--- config.mk ---
export PLATFORM = sky130hd
export DESIGN_NAME = player_mover
export DESIGN_NICKNAME = d
export VERILOG_FILES = /design/src/rtl/player_mover.sv
export SDC_FILE = /design/constraint.sdc
export NUM_CORES = 1
export LEC_CHECK = 0
export ABC_AREA = 0
export CAP_MARGIN = 20
export CORE_UTILIZATION = 50
export CTS_CLUSTER_DIAMETER = 100
export DETAILED_ROUTE_END_ITERATION = 12
export GPL_TIMING_DRIVEN = 0
export MAX_ROUTING_LAYER = met4
export PLACE_DENSITY = 0.82
export SLEW_MARGIN = 15
export SYNTH_ARGS = -nofsm -noshare
export SYNTH_HDL_FRONTEND = slang
export SYNTH_SLANG_ARGS = --single-unit
--- constraint.sdc ---
create_clock -name clk_in -period 2.7 [get_ports clk_in]
set_clock_uncertainty 0.05 [all_clocks]
set_input_delay 0.405 -clock clk_in [delete_from_list [all_inputs] [get_ports clk_in]]
set_output_delay 0.405 -clock clk_in [all_outputs]
set_load 0.005 [all_outputs]
--- src/rtl/player_mover.sv ---
// player_mover: movement stage of the player sprite.
//
// Converts each rising edge of the divided move clock into a one-cycle tick
// in the clk_in domain. On every tick it steps the player position by STEP
// pixels towards the highest-priority held button (up > down > left > right).
// Screen coordinates are used, so "up" decreases y.
//
// Optional feature macro: PLAYER_WRAP_EN
//   defined   -> toroidal playfield, position wraps; the EDGE state is unused
//   undefined -> position clamps at 0 / MAX and the FSM pins in EDGE
//
// Ports:
//   clk_in      system clock
//   reset       asynchronous, active-high reset
//   move_clk    divided move clock (asynchronous level)
//   btn_up/down/left/right  raw active-high buttons (asynchronous)
//   pos_x/pos_y player position (10 bit each)
//   dir         last heading: 00 up, 01 down, 10 left, 11 right
//   moving      high while the FSM is in MOVE
//   at_edge     last executed step was clamped or wrapped at a boundary
//   step_cnt    executed steps, saturating at 16'hFFFF
module player_mover #(
    parameter int X_MAX  = 639,
    parameter int Y_MAX  = 479,
    parameter int X_INIT = 320,
    parameter int Y_INIT = 240,
    parameter int STEP   = 4
) (
    input  logic        clk_in,
    input  logic        reset,
    input  logic        move_clk,
    input  logic        btn_up,
    input  logic        btn_down,
    input  logic        btn_left,
    input  logic        btn_right,
    output logic [9:0]  pos_x,
    output logic [9:0]  pos_y,
    output logic [1:0]  dir,
    output logic        moving,
    output logic        at_edge,
    output logic [15:0] step_cnt
);

    typedef enum logic [1:0] {
        ST_IDLE = 2'b00,
        ST_MOVE = 2'b01,
        ST_EDGE = 2'b10
    } state_t;

    localparam logic [1:0] DIR_UP    = 2'b00;
    localparam logic [1:0] DIR_DOWN  = 2'b01;
    localparam logic [1:0] DIR_LEFT  = 2'b10;
    localparam logic [1:0] DIR_RIGHT = 2'b11;

    // 11-bit working constants so pos + STEP can never overflow
    localparam logic [10:0] STEP_W   = 11'(STEP);
    localparam logic [10:0] X_MAX_W  = 11'(X_MAX);
    localparam logic [10:0] Y_MAX_W  = 11'(Y_MAX);
    localparam logic [10:0] X_SPAN_W = 11'(X_MAX + 1);
    localparam logic [10:0] Y_SPAN_W = 11'(Y_MAX + 1);

`ifdef PLAYER_WRAP_EN
    localparam logic CLAMP_EN_C = 1'b0;
`else
    localparam logic CLAMP_EN_C = 1'b1;
`endif

    logic        mclk_s1_r, mclk_s2_r, mclk_hist_r;
    logic [3:0]  btn_s1_r, btn_s2_r;
    state_t      state_r, state_nxt_s;
    logic [9:0]  pos_x_r, pos_y_r;
    logic [1:0]  dir_r;
    logic        moving_r, at_edge_r;
    logic [15:0] step_cnt_r;

    logic        tick_s;
    logic        req_vld_s;
    logic [1:0]  req_dir_s;
    logic [10:0] px_ext_s, py_ext_s, nx_s, ny_s;
    logic        hit_s;
    logic        do_step_s;

    // Synchronizers for move_clk (plus edge history) and the four buttons
    always_ff @(posedge clk_in or posedge reset) begin
        if (reset) begin
            mclk_s1_r   <= 1'b0;
            mclk_s2_r   <= 1'b0;
            mclk_hist_r <= 1'b0;
            btn_s1_r    <= 4'b0000;
            btn_s2_r    <= 4'b0000;
        end else begin
            mclk_s1_r   <= move_clk;
            mclk_s2_r   <= mclk_s1_r;
            mclk_hist_r <= mclk_s2_r;
            btn_s1_r    <= {btn_up, btn_down, btn_left, btn_right};
            btn_s2_r    <= btn_s1_r;
        end
    end

    assign tick_s = mclk_s2_r & ~mclk_hist_r;

    // Priority decode of the synchronized buttons: up > down > left > right
    always_comb begin
        req_vld_s = |btn_s2_r;
        req_dir_s = DIR_RIGHT;
        if (btn_s2_r[3]) begin
            req_dir_s = DIR_UP;
        end else if (btn_s2_r[2]) begin
            req_dir_s = DIR_DOWN;
        end else if (btn_s2_r[1]) begin
            req_dir_s = DIR_LEFT;
        end else begin
            req_dir_s = DIR_RIGHT;
        end
    end

    // Candidate position for a step in the requested direction, with boundary handling
    always_comb begin
        px_ext_s = {1'b0, pos_x_r};
        py_ext_s = {1'b0, pos_y_r};
        nx_s     = px_ext_s;
        ny_s     = py_ext_s;
        hit_s    = 1'b0;
        case (req_dir_s)
            DIR_UP: begin
                if (py_ext_s < STEP_W) begin
                    hit_s = 1'b1;
                    ny_s  = CLAMP_EN_C ? 11'd0 : (py_ext_s + Y_SPAN_W - STEP_W);
                end else begin
                    ny_s  = py_ext_s - STEP_W;
                end
            end
            DIR_DOWN: begin
                if ((py_ext_s + STEP_W) > Y_MAX_W) begin
                    hit_s = 1'b1;
                    ny_s  = CLAMP_EN_C ? Y_MAX_W : (py_ext_s + STEP_W - Y_SPAN_W);
                end else begin
                    ny_s  = py_ext_s + STEP_W;
                end
            end
            DIR_LEFT: begin
                if (px_ext_s < STEP_W) begin
                    hit_s = 1'b1;
                    nx_s  = CLAMP_EN_C ? 11'd0 : (px_ext_s + X_SPAN_W - STEP_W);
                end else begin
                    nx_s  = px_ext_s - STEP_W;
                end
            end
            DIR_RIGHT: begin
                if ((px_ext_s + STEP_W) > X_MAX_W) begin
                    hit_s = 1'b1;
                    nx_s  = CLAMP_EN_C ? X_MAX_W : (px_ext_s + STEP_W - X_SPAN_W);
                end else begin
                    nx_s  = px_ext_s + STEP_W;
                end
            end
            default: begin
                nx_s  = px_ext_s;
                ny_s  = py_ext_s;
                hit_s = 1'b0;
            end
        endcase
    end

    // Next-state logic; decides whether this tick executes a step
    always_comb begin
        state_nxt_s = state_r;
        do_step_s   = 1'b0;
        if (tick_s) begin
            case (state_r)
                ST_IDLE, ST_MOVE: begin
                    if (req_vld_s) begin
                        do_step_s = 1'b1;
                    end else begin
                        do_step_s = 1'b0;
                    end
                end
                ST_EDGE: begin
                    // dir_r is the heading that pinned us, so the same request is blocked
                    if (req_vld_s && (req_dir_s != dir_r)) begin
                        do_step_s = 1'b1;
                    end else begin
                        do_step_s = 1'b0;
                    end
                end
                default: begin
                    do_step_s = 1'b0;
                end
            endcase
            if (!req_vld_s) begin
                state_nxt_s = ST_IDLE;
            end else if (do_step_s) begin
                state_nxt_s = (hit_s & CLAMP_EN_C) ? ST_EDGE : ST_MOVE;
            end else begin
                state_nxt_s = state_r;
            end
        end else begin
            state_nxt_s = state_r;
        end
    end

    // State and registered outputs
    always_ff @(posedge clk_in or posedge reset) begin
        if (reset) begin
            state_r    <= ST_IDLE;
            pos_x_r    <= 10'(X_INIT);
            pos_y_r    <= 10'(Y_INIT);
            dir_r      <= DIR_UP;
            moving_r   <= 1'b0;
            at_edge_r  <= 1'b0;
            step_cnt_r <= 16'd0;
        end else begin
            state_r  <= state_nxt_s;
            moving_r <= (state_nxt_s == ST_MOVE);
            if (do_step_s) begin
                pos_x_r   <= nx_s[9:0];
                pos_y_r   <= ny_s[9:0];
                dir_r     <= req_dir_s;
                at_edge_r <= hit_s;
                if (step_cnt_r != 16'hFFFF) begin
                    step_cnt_r <= step_cnt_r + 16'd1;
                end
            end
        end
    end

    assign pos_x    = pos_x_r;
    assign pos_y    = pos_y_r;
    assign dir      = dir_r;
    assign moving   = moving_r;
    assign at_edge  = at_edge_r;
    assign step_cnt = step_cnt_r;

endmodule
==> impl_metrics.env <==
export IMPL_cts_setup_buffers=0
export IMPL_holdBufCountCts=0
export IMPL_ir_drop_mv=0.570
export IMPL_wl_per_cell_um=15.4
export IMPL_worst_path_max_delay_cell="a31oi_1"
export IMPL_critPathMaxStageDelay_ns=0.68
export IMPL_io_pins=47
export IMPL_worst_pin_slew_ns=0.998
export IMPL_start_util=0.525
export IMPL_postSynthCellCount=354
export IMPL_grt_pass1_vias=2634
export IMPL_slew_headroom=0.329
export IMPL_synthArstFlopShare=1.00
export IMPL_drive_gt1_frac=0.110
export IMPL_synthToLayoutAreaGrowth_pct=21.9
export IMPL_die_area_um2=6650
export IMPL_min_delay_start="mclk_s1_r"
export IMPL_syn_avg_cell_area_um2=8.94
export IMPL_rsz0062_at_grt="no"
export IMPL_min_period_ns=2.49
export IMPL_holdWs_ns=0.296
export IMPL_drt_wl_total_mm=7.45
export IMPL_clock_latency_ns=0.31
export IMPL_yosysSeqAreaShare=0.406
export IMPL_die_h_um=81.6
export IMPL_crit_arrival_ns=2.68
export IMPL_final_cell_mix="clkdlybuf4s50_1, dfrtp_1, nand2_1, nor2_1, a21oi_1"
export IMPL_setup_violations=0
export IMPL_hold_violations=0
export IMPL_viasPerCell=6.02
export IMPL_switching_share=0.395
export IMPL_start_kind="flip-flop"
export IMPL_ant_nets=0
export IMPL_grt_total_usage=0.243
export IMPL_synth_edf_count=0
export IMPL_dp_hpwl_mm=5.30
export IMPL_dieWidth_um=81.6
export IMPL_netlist_cell_type_count=65
export IMPL_clockBufferDepth=2
export IMPL_power_density_nw_per_um2=851
export IMPL_root_buffer="clkbuf_8"
export IMPL_drt_first_pass_iters=5
export IMPL_drt_iter0_drc=229
export IMPL_cts_reportedPaths_clkPinSlew_ns=0.10
export IMPL_gr_total_overflow=0
export IMPL_status="finished clean"
export IMPL_worstReg2RegEnd="pos_x[4]"
export IMPL_row_count=28
export IMPL_synth_seq_cells=51
export IMPL_p_clk_frac=0.164
export IMPL_gp_congestion=0.900
export IMPL_vias=2913
export IMPL_cp_end_kind="flip-flop"
export IMPL_path_cells="buf_4 -> inv_1 -> ha_1 -> nor3b_2 -> a31oi_1 -> a221oi_1 -> a21oi_1 -> nor2_1 -> o21ai_0"
export IMPL_n_antenna_cell=0
export IMPL_tritoncts="done"
export IMPL_yosys_warnings=0
export IMPL_fill_cells=525
export IMPL_cts_htree_levels=2
export IMPL_cts_buffers=5
export IMPL_hold_class="reg -> reg"
export IMPL_p_sw_w=0.00130
export IMPL_core_area_um2=6030
export IMPL_fin_nets=422
export IMPL_synth_nets=368
export IMPL_fin_crit_sh=0.923
export IMPL_netlist_area_um2=3160
export IMPL_drv_cap=0
export IMPL_reg2reg_from="pos_x[2]"
export IMPL_final_max_slew_viol_count=0
export IMPL_drc_errors=0
export IMPL_place_port_buffers=46
export IMPL_crit_required_ns=2.88
export IMPL_p_int_w=0.00199
export IMPL_setup_slack_ns=0.207
export IMPL_layout_commonest_cell="clkdlybuf4s50_1"
export IMPL_r2r_worst_path_cells=9
export IMPL_clock_sinks=51
export IMPL_ys_flop_type="dfrtp_1"
export IMPL_grt_first_pass_wirelength_mm=12.2
export IMPL_timing_fmax_mhz=401
export IMPL_setup_worst_path_class="reg -> reg"
export IMPL_dp_slack_ns=-0.0170
export IMPL_p_leak_nw=1.63
export IMPL_ff2ff_setup_slack_ns=0.21
export IMPL_cp_max_fo=10
export IMPL_seq_area_um2=1280
export IMPL_antenna_found_initial=0
export IMPL_multi_input_area_um2=1690
export IMPL_min_to="mclk_s2_r"
export IMPL_worstHoldPathCells=0
export IMPL_grt_max_degree=37
export IMPL_combPwrFrac=0.473
export IMPL_power_frac_seq=0.363
==> state kept, by name, summed over array words and instances (netlist names), 2 cells and up <==
signal,flops
pos_y,9
pos_x,9
dir,2
btn_s2_r,4
step_cnt,16
btn_s1_r,4
state_r,2
==> layer usage <==
layer  track usage  wire length [µm]
met4        0.0714                71
met1         0.332              3390
met5             -                 0
met2         0.372              3510
met3        0.0411               475
==> kinds of logic (layout without fill, tap and decap cells) <==
family / Yosys count / count (layout) / synth area share
and+or+nand+nor: 135 / 135 / 0.232
buffers and inverters: 40 / 95 / 0.0633
AOI/OAI and AO/OA: 102 / 102 / 0.215
adders and majority gates: 7 / 7 / 0.0277
xor gates and xnor gates: 16 / 16 / 0.0443
muxes: 3 / 3 / 0.0119
DFF: 51 / 51 / 0.406
==> synthesized netlist by cell type, drive strengths merged, types with 3 or more instances <==
library cell | instances | area (µm²)
nand3 | 13 | 65.1
inv | 18 | 67.6
o22ai | 3 | 18.8
clkbuf | 5 | 18.8
nand2 | 33 | 126
nor3b | 3 | 22.5
a31oi | 8 | 50.1
nand4 | 5 | 46.3
nor3 | 10 | 55.1
mux2 | 3 | 37.5
dfstp | 6 | 158
a21oi | 24 | 120
and4 | 3 | 28.8
nor4 | 11 | 75.1
o21ai | 26 | 130
nand2b | 5 | 31.3
xnor2 | 5 | 43.8
buf | 17 | 114
a41oi | 3 | 26.3
a21o | 5 | 37.5
o31ai | 3 | 22.5
nor2 | 27 | 109
a22oi | 3 | 22.5
and3 | 8 | 50.1
a211oi | 5 | 37.5
ha | 7 | 87.6
xor2 | 11 | 96.3
and2 | 4 | 25.0
dfrtp | 45 | 1130
==> layout make-up <==
class                   count  area share
multi-input cells         263       0.437
flip-flops and latches     51       0.333
repair buffers             47       0.125
plain buffers              22      0.0344
well taps                  75      0.0243
clock buffers               5      0.0178
inverters                  18      0.0175
clock inverters             3      0.0114
==> timing repair <==
| action | in CTS | in global routing |
|---|---|---|
| gates resized for setup | 1 | 0 |
| endpoints found under the setup margin | 1 | 0 |
| endpoints found under the hold margin | 0 | 0 |
==> worst max-delay path: cells and delay by family (launching register included) <==
kind / cells / cell delay (ns)
compound gates: 4 / 1.15
flops: 1 / 0.40
buf+inv: 2 / 0.30
simple gates: 2 / 0.25
fa+ha+maj: 1 / 0.25
==> metrics by stage <==
stage	power, W	util	TNS, ns	instances	cell area, µm²
final	0.00328	0.640	0	484	3860
after global routing	0.00352	0.640	0	484	3860
after CTS	0.00328	0.640	0	484	3860
after detailed placement	0.00273	0.620	-0.0170	476	3740
after global placement	0.00268	0.617	0	475	3720
after floorplan	0.00212	-	0	354	3160
==> power groups by stage <==
stage / sequential, W / combinational [W] / clock, W
detailed placement: 0.00120 / 0.00153 / 0
CTS: 0.00119 / 0.00154 / 0.000544
floorplan: 0.00116 / 0.000961 / 0
global placement: 0.00119 / 0.00149 / 0
finish: 0.00119 / 0.00155 / 0.000538
global route: 0.00122 / 0.00172 / 0.000575
==> worst max-delay path by stage <==
| stage | startpoint | endpoint | slack [ns] | cells past startpoint |
|---|---|---|---|---|
| 3_5_place_dp | pos_x[2] | pos_x[4] | -0.02 | 9 |
| 4_1_cts | pos_y[2] | moving | 0.25 | 8 |
| 2_1_floorplan | pos_x[2] | pos_x[4] | 0.47 | 9 |
| 5_1_grt | pos_x[2] | pos_x[4] | 0.01 | 9 |
| 6_report | pos_x[2] | pos_x[4] | 0.21 | 9 |
| 3_3_place_gp | pos_x[2] | pos_x[4] | 0.08 | 9 |
Note: power is estimated with default switching activity, not from simulation.
